## src/rtl/touch_led_ctrl.sv

```systemverilog
// touch_led_ctrl
// Touch-key LED controller. The raw touch level is synchronized and
// debounced. Each debounced press is classified as short or long, and the
// result steps a four-mode LED state machine: OFF, ON, SLOW blink, FAST blink.
module touch_led_ctrl #(
   parameter int DEB_CNT    = 1_000_000,
   parameter int LONG_CNT   = 50_000_000,
   parameter int BLINK_SLOW = 25_000_000,
   parameter int BLINK_FAST = 5_000_000
) (
   input  logic       sys_clk,
   input  logic       sys_rst,
   input  logic       touch_key,
   output logic       led,
   output logic [1:0] mode,
   output logic       press_short,
   output logic       press_long
);

   localparam int DEB_W   = $clog2(DEB_CNT + 1);
   localparam int LONG_W  = $clog2(LONG_CNT + 1);
   localparam int BLK_MAX = (BLINK_SLOW > BLINK_FAST) ? BLINK_SLOW : BLINK_FAST;
   localparam int BLK_W   = $clog2(BLK_MAX + 1);

   localparam logic [DEB_W-1:0]  DEB_ZERO  = DEB_W'(0);
   localparam logic [DEB_W-1:0]  DEB_ONE   = DEB_W'(1);
   localparam logic [DEB_W-1:0]  DEB_LAST  = DEB_W'(DEB_CNT - 1);
   localparam logic [LONG_W-1:0] LONG_ZERO = LONG_W'(0);
   localparam logic [LONG_W-1:0] LONG_ONE  = LONG_W'(1);
   localparam logic [LONG_W-1:0] LONG_MAX  = LONG_W'(LONG_CNT);
   localparam logic [LONG_W-1:0] LONG_LAST = LONG_W'(LONG_CNT - 1);
   localparam logic [BLK_W-1:0]  BLK_ZERO  = BLK_W'(0);
   localparam logic [BLK_W-1:0]  BLK_ONE   = BLK_W'(1);
   localparam logic [BLK_W-1:0]  SLOW_LAST = BLK_W'(BLINK_SLOW - 1);
   localparam logic [BLK_W-1:0]  FAST_LAST = BLK_W'(BLINK_FAST - 1);

   typedef enum logic [1:0] {
      ST_OFF  = 2'd0,
      ST_ON   = 2'd1,
      ST_SLOW = 2'd2,
      ST_FAST = 2'd3
   } state_t;

   logic              sync1_r;
   logic              sync2_r;
   logic              key_db_r;
   logic              key_db_d_r;
   logic [DEB_W-1:0]  deb_cnt_r;
   logic [LONG_W-1:0] hold_cnt_r;
   logic [BLK_W-1:0]  blink_cnt_r;
   state_t            state_r;
   logic              deb_rise_s;

   // The debouncer accepts a new high level on this cycle, so the hold count restarts here.
   assign deb_rise_s = sync2_r && !key_db_r && (deb_cnt_r == DEB_LAST);

   assign mode = state_r;

   // Two-flop synchronizer for the asynchronous touch input.
   always_ff @(posedge sys_clk) begin
      if (sys_rst) begin
         sync1_r <= 1'b0;
         sync2_r <= 1'b0;
      end else begin
         sync1_r <= touch_key;
         sync2_r <= sync1_r;
      end
   end

   // Debouncer: accept a level change only after DEB_CNT consecutive differing cycles.
   always_ff @(posedge sys_clk) begin
      if (sys_rst) begin
         key_db_r  <= 1'b0;
         deb_cnt_r <= DEB_ZERO;
      end else if (sync2_r != key_db_r) begin
         if (deb_cnt_r == DEB_LAST) begin
            key_db_r  <= sync2_r;
            deb_cnt_r <= DEB_ZERO;
         end else begin
            deb_cnt_r <= deb_cnt_r + DEB_ONE;
         end
      end else begin
         deb_cnt_r <= DEB_ZERO;
      end
   end

   // Hold-time measurement and one-cycle short/long press pulses.
   always_ff @(posedge sys_clk) begin
      if (sys_rst) begin
         key_db_d_r  <= 1'b0;
         hold_cnt_r  <= LONG_ZERO;
         press_short <= 1'b0;
         press_long  <= 1'b0;
      end else begin
         key_db_d_r  <= key_db_r;
         press_short <= key_db_d_r && !key_db_r && (hold_cnt_r < LONG_MAX);
         press_long  <= 1'b0;
         if (deb_rise_s) begin
            hold_cnt_r <= LONG_ZERO;
         end else if (key_db_r && (hold_cnt_r != LONG_MAX)) begin
            hold_cnt_r <= hold_cnt_r + LONG_ONE;
            press_long <= (hold_cnt_r == LONG_LAST);
         end else begin
            hold_cnt_r <= hold_cnt_r;
         end
      end
   end

   // Mode state machine with registered LED drive and blink timing.
   always_ff @(posedge sys_clk) begin
      if (sys_rst) begin
         state_r     <= ST_OFF;
         led         <= 1'b0;
         blink_cnt_r <= BLK_ZERO;
      end else begin
         case (state_r)
            ST_OFF: begin
               blink_cnt_r <= BLK_ZERO;
               if (press_short || press_long) begin
                  state_r <= ST_ON;
                  led     <= 1'b1;
               end else begin
                  led <= 1'b0;
               end
            end
            ST_ON: begin
               blink_cnt_r <= BLK_ZERO;
               if (press_short) begin
                  state_r <= ST_SLOW;
                  led     <= 1'b1;
               end else if (press_long) begin
                  state_r <= ST_OFF;
                  led     <= 1'b0;
               end else begin
                  led <= 1'b1;
               end
            end
            ST_SLOW: begin
               if (press_short) begin
                  state_r     <= ST_FAST;
                  led         <= 1'b1;
                  blink_cnt_r <= BLK_ZERO;
               end else if (press_long) begin
                  state_r     <= ST_OFF;
                  led         <= 1'b0;
                  blink_cnt_r <= BLK_ZERO;
               end else if (blink_cnt_r == SLOW_LAST) begin
                  led         <= ~led;
                  blink_cnt_r <= BLK_ZERO;
               end else begin
                  blink_cnt_r <= blink_cnt_r + BLK_ONE;
               end
            end
            ST_FAST: begin
               if (press_short || press_long) begin
                  state_r     <= ST_OFF;
                  led         <= 1'b0;
                  blink_cnt_r <= BLK_ZERO;
               end else if (blink_cnt_r == FAST_LAST) begin
                  led         <= ~led;
                  blink_cnt_r <= BLK_ZERO;
               end else begin
                  blink_cnt_r <= blink_cnt_r + BLK_ONE;
               end
            end
            default: begin
               state_r     <= ST_OFF;
               led         <= 1'b0;
               blink_cnt_r <= BLK_ZERO;
            end
         endcase
      end
   end

endmodule
```

## config.mk

```make
export PLATFORM = sky130hd
export DESIGN_NAME = touch_led_ctrl
export DESIGN_NICKNAME = d
export VERILOG_FILES = /design/src/rtl/touch_led_ctrl.sv
export SDC_FILE = /design/constraint.sdc
export NUM_CORES = 1
export LEC_CHECK = 0
export CAP_MARGIN = 0
export CELL_PAD_IN_SITES_DETAIL_PLACEMENT = 1
export CELL_PAD_IN_SITES_GLOBAL_PLACEMENT = 2
export CORE_ASPECT_RATIO = 0.6
export CORE_MARGIN = 1.5
export CORE_UTILIZATION = 34
export DETAILED_ROUTE_END_ITERATION = 10
export GPL_ROUTABILITY_DRIVEN = 1
export GPL_TIMING_DRIVEN = 0
export PLACE_DENSITY_LB_ADDON = 0.25
export SLEW_MARGIN = 20
export SYNTH_ARGS = -nofsm -noshare
export SYNTH_HDL_FRONTEND = slang
export SYNTH_SLANG_ARGS = --single-unit
export TNS_END_PERCENT = 50
```

## constraint.sdc

```tcl
create_clock -name sys_clk -period 2.17 [get_ports sys_clk]
set_input_delay 0.5425 -clock sys_clk [delete_from_list [all_inputs] [get_ports sys_clk]]
set_output_delay 0.5425 -clock sys_clk [all_outputs]
set_load 0.01 [all_outputs]
```

# --- Yosys cells after proc, flatten, opt, wreduce, memory -nomap -nowiden ---
# Cells that the tools add are included.
classes:
  addsub: 3
  n_lt_le_gt_ge: 1
  n_eq_ne: 13
  mux: 21
  bitwise: 3
  reduce_logical: 15
op_table:
  columns: ["operator", "count"]
  rows:
  - ["two-way mux 25 bit", 5]
  - ["one-hot mux 25 bit (3 select lines)", 1]
  - ["adder 26 x 1 -> 26 bit (second input constant)", 1]
  - ["equality test 26 bit (second input constant)", 1]
  - ["less-than comparator 26 bit (second input constant)", 1]
  - ["inequality test 26 bit (second input constant)", 1]
  - ["adder 25 x 1 -> 25 bit (second input constant)", 1]
  - ["equality test 25 x 23 -> 1 bit (second input constant)", 1]
  - ["equality test 25 bit (second input constant)", 1]
  - ["adder 20 x 1 -> 20 bit (second input constant)", 1]
  - ["equality test 20 bit (second input constant)", 1]
  - ["two-way mux 2 bit", 5]
  - ["two-way mux 1 bit", 8]
  - ["one-hot mux 2 bit (4 select lines)", 1]
  - ["AND reduction 2 bit", 3]
  - ["OR reduction 3 bit", 2]
  - ["logical AND 1 bit", 5]
  - ["equality test 2 bit (second input constant)", 2]
  - ["inequality test 2 bit (second input constant)", 2]
  - ["inequality test 4 bit (second input constant)", 1]
  - ["one-hot mux 1 bit (4 select lines)", 1]
  - ["OR reduction 2 bit", 2]
  - ["inequality test 3 bit (second input constant)", 1]
  - ["inverter 1 bit", 3]
  - ["other kinds (5)", 5]
word_totals:
  reg_bits: 80
  out_inout_bits: 5
  word_cells: 67

# --- Longest topological paths before layout ---
# Gate-level depths: netlist (run 1).
depth:
  word_depth: 5
  depth_mapped: 8
  mapped_depth_nobuf: 6

# --- Least setup slack after synthesis (run 1) ---
# No wires, ideal clock.
synth_timing:
  path_kind: "flip-flop to flip-flop"
  from: "reg blink_cnt_r[0]"
  to: "reg blink_cnt_r[21]"
  setup_ns: 0.125
  t_arrival_ns: 1.915
  slack_ns: 0.129
  path_stages_with_launch: 7
  n_path_buf: 1
  cell_sequence: "dfxtp_1 -> ha_1 -> nand4_1 -> or4_4 -> a211oi_4 -> buf_6 -> a21oi_1"
synth_via:
  elab_chain_len: 5
synth_lines:
  columns: ["element", "line", "rtl"]
  rows:
  - ["start, declared", "50", "logic [BLK_W-1:0] blink_cnt_r;"]
  - ["start signal, assigned", "151", "blink_cnt_r <= blink_cnt_r + BLK_ONE;"]
  - ["start signal, assigned", "163", "blink_cnt_r <= blink_cnt_r + BLK_ONE;"]
  - ["adder 25 x 1 -> 25 bit / equality test 25 bit (equally long branches)", "151, 163, 147", null]
  - ["two-way mux 25 bit", "147", "end else if (blink_cnt_r == SLOW_LAST) begin"]
  - ["two-way mux 25 bit", "143", "end else if (press_long) begin"]
  - ["two-way mux 25 bit", "139", "if (press_short) begin"]
  - ["one-hot mux 25 bit (3 select lines) *", "116", "case (state_r)"]
# Every way passes the cells marked *; elsewhere a longest branch is shown, timed or not.
# A chain may end at the register's enable or synchronous reset.

# --- Worst setup path in the final report (run 1) ---
layout_timing:
  from: "reg blink_cnt_r[7]"
  to: "reg blink_cnt_r[21]"
# The elaborated chain is that of the path after synthesis.

==> flow_metrics.py, run 1 <==
metrics = {
    "power_and_ir_drop": {
        "p_clk_frac": 0.502,
        "power.switching_mw": 0.667,
        "pwr-share-seq": 0.474,
        "switching_share": 0.214,
        "p_per_area_mw_per_mm2": 649,
        "fin_total_pwr_mw": 3.12,
        "power_leakage_nw": 1.46,
        "intPower_mw": 2.46,
        "ir_drop_v": 0.000374,
        "p_comb_frac": 0.024,
    },
    "yosys": {
        "syn-instance-count": 489,
        "synth_cell_types": 45,
        "ys_ff_latch": 80,
        "yosysWarnings": 0,
        "seq_area_frac_synth": 0.395,
        "syn_nets": 501,
        "async_reset_ff_frac": 0,
        "synth_ff_type": "dfxtp_1",
        "avgSynthCellArea_um2": 8.29,
        "synth_edf_count": 0,
        "synth_area_mm2": 0.00405,
    },
    "detailed_routing": {
        "wire_per_inst_um": 16.6,
        "drc": 0,
        "first_pass_iters": 4,
        "vias_per_cell": 5.40,
        "totalWireLength_um": 11300,
        "num_vias": 3672,
        "antenna_left": 0,
        "drtIter0Drc": 140,
    },
    "global_route": {
        "grt_max_degree": 13,
        "grtUsageTotal": 0.193,
        "grt_pass1_wl_um": 18800,
        "grt.overflow.total": 0,
        "antenna_found_initial": 0,
        "first_global_vias": 3588,
    },
    "placement": {
        "hpwl_um": 8200,
        "placed_area_mm2": 0.00431,
        "dp_cells": 655,
        "io_buffers": 6,
        "place_ws_ns": -0.515,
        "place_congestion": 0.763,
    },
    "clock_network": {
        "cts_buffers": 9,
        "cts_root_buf": "clkbuf_16",
        "clk_pin_slew_ns": 0.06,
        "clk_latency_ns": 0.34,
        "htree_levels": 3,
        "cts.sink_count": 80,
        "clock_path_buffers": 2,
        "cts_hold_buffers": 0,
        "cts_tree": "done",
    },
    "floorplanning": {
        "die-width_um": 144,
        "fp.dieH_um": 87.6,
        "num_rows": 30,
        "core_mm2": 0.0114,
        "io-pin-count": 8,
        "initial_utilization": 0.354,
        "die-area_mm2": 0.0126,
    },
    "timing": {
        "rsz0062_at_grt": "yes",
        "fmax_mhz": 466,
        "relSlewSlack": 0.577,
        "setup_violations": 0,
        "finalMaxSlewViolations": 0,
        "min_period_ns": 2.15,
        "setup_ws_ns": 0.0237,
        "hold_violations": 0,
        "clock-skew-final_ns": 0.00479,
        "fin_crit_sh": 0.989,
        "tightestPinTransition_ns": 0.626,
    },
    "setup_path": {
        "startpoint_type": "flip-flop",
        "required_ns": 2.39,
        "worstSetupPathType": "reg -> reg",
        "endpoint_kind": "flip-flop",
        "max_stage_delay_ns": 0.58,
        "reg2regPathDepth": 6,
        "worstPathArrival_ns": 2.36,
        "cp_common_cell": "or4_4",
        "crit_path_top_delay_cell": "or4_4",
        "crit_path_cell_trace": "or4_4 > or4_4 > a211oi_4 > buf_6 > buf_8 > a21oi_1",
        "path_max_fanout": 10,
    },
    "worst_hold_path": {
        "hold_depth": 1,
        "hold_path.class": "reg -> reg",
    },
    "layout": {
        "drive_above_1_share": 0.115,
        "layout_common_cells": "75 x dfxtp_1, 58 x nor2_1, 33 x a21oi_1",
        "n_antenna_cell": 0,
        "postLayoutCellArea_mm2": 0.00481,
        "nNetsFinal": 527,
        "layout_commonest_cell": "dfxtp_1",
        "fill_cells": 1358,
        "instances_no_fill": 680,
        "syn_to_final_growth_pct": 18.6,
    },
    "job": {
        "maxCapViolCount": 0,
    },
    "run_status": {
        "status": "finished clean",
    },
}
## synth_stat cells, types with 2 or more instances
cell       n  area [um^2]
nor2b_1   12         75.1
a21oi_1   33          165
dfxtp_1   80         1600
nor4_1    12         75.1
xor2_1    15          131
nor2_1    58          218
or4_1     16          120
ha_1       9          113
nor3_1     8         40.0
o21a_1     2         15.0
inv_1     17         63.8
mux2i_1    8         80.1
nand4_1   24          150
o211ai_1   2         15.0
or3_1     18          113
a31oi_1    2         12.5
buf_6      2         22.5
nor4b_1    2         17.5
clkbuf_1  21         78.8
xnor2_1   17          149
and2_1     3         18.8
nand2_1   19         71.3
nand2b_1   2         12.5
and4_1     8         70.1
nand3_1   26          130
a221oi_1   2         17.5
and3_1    10         62.6
nor4bb_1   2         20.0
o31ai_1   12         90.1
o21ai_0   32          160
## repair_timing
action / 4_1_cts / 5_1_grt
gates cloned: 0 / 0
setup buffers: 7 / 4
endpoints found under the setup margin: 47 / 62
gates resized for setup: 16 / 22
pin swaps: 4 / 5
## critical path: cells and delay by family (launching register included)
family | cells | cell delay, ns
and+or+nand+nor | 2 | 1.11
DFF | 1 | 0.35
AOI/OAI and AO/OA | 2 | 0.26
buffers and inverters | 2 | 0.31
## worst paths after layout
kind	from	slack [ns]	to
max	blink_cnt_r[7]$_SDFF_PP0_	0.02	blink_cnt_r[21]$_SDFF_PP0_
min	sync1_r$_SDFF_PP0_	0.44	sync2_r$_SDFF_PP0_
min reg2reg	sync1_r$_SDFF_PP0_	0.44	sync2_r$_SDFF_PP0_
max reg2reg	blink_cnt_r[7]$_SDFF_PP0_	0.02	blink_cnt_r[21]$_SDFF_PP0_
## cells by family (layout without fill, tap and decap cells)
logic type / Yosys count / after routing / share of synthesized area
simple gates: 228 / 228 / 0.314
compound gates: 90 / 90 / 0.130
flops: 80 / 80 / 0.395
buf+inv: 41 / 72 / 0.0420
xor+xnor: 32 / 32 / 0.0691
fa+ha+maj: 9 / 9 / 0.0278
mux: 9 / 9 / 0.0225
## sequential cells by signal, summed over array words and instances (netlist names)
name and count:
key_db_d_r 1, sync1_r 1, blink_cnt_r 25, led 1, sync2_r 1, press_short 1, deb_cnt_r 20, mode 2
press_long 1, hold_cnt_r 26, key_db_r 1
## through the flow
stage               TNS [ns]  hold WS (ns)  utilization
floorplan                  0         0.414            -
finish                     0         0.442        0.420
global placement      -12.81         0.425        0.377
global route          -0.360         0.459        0.420
detailed placement    -13.56         0.433        0.377
CTS                   -0.228         0.447        0.411
## layout make-up
cell class / count / area [um^2] / share of cell area
plain buffers: 22 / 115 / 0.0239
clock buffers: 13 / 260 / 0.0541
clock inverters: 3 / 40.0 / 0.00832
inverters: 17 / 63.8 / 0.0133
multi-input cells: 368 / 2370 / 0.493
flip-flops and latches: 80 / 1610 / 0.335
well taps: 160 / 200 / 0.0416
repair buffers: 17 / 146 / 0.0304
## power by group through the flow
stage	clock [mW]	sequential, mW	combinational [mW]
6_report	1.57	1.48	0.0758
3_5_place_dp	0	1.51	0.0742
4_1_cts	1.61	1.48	0.0753
3_3_place_gp	0	1.51	0.0718
5_1_grt	1.68	1.48	0.0870
2_1_floorplan	0	1.51	0.0458
## routing by layer
layer	global-route usage	vias up	wire, um
met2	0.261	37	4440
met4	0.0519	0	94
met1	0.294	1792	6430
met3	0.0519	8	314
li1	-	1835	-
met5	0	-	0
No activity file was read; power rests on OpenSTA's default activity.
==> run 2, diff against run 1 <==
Settings changed: CTS_CLUSTER_DIAMETER from default to 50.
==> results of run 2 <==
The final DEF is identical to that of run 1; final timing and power are the same.
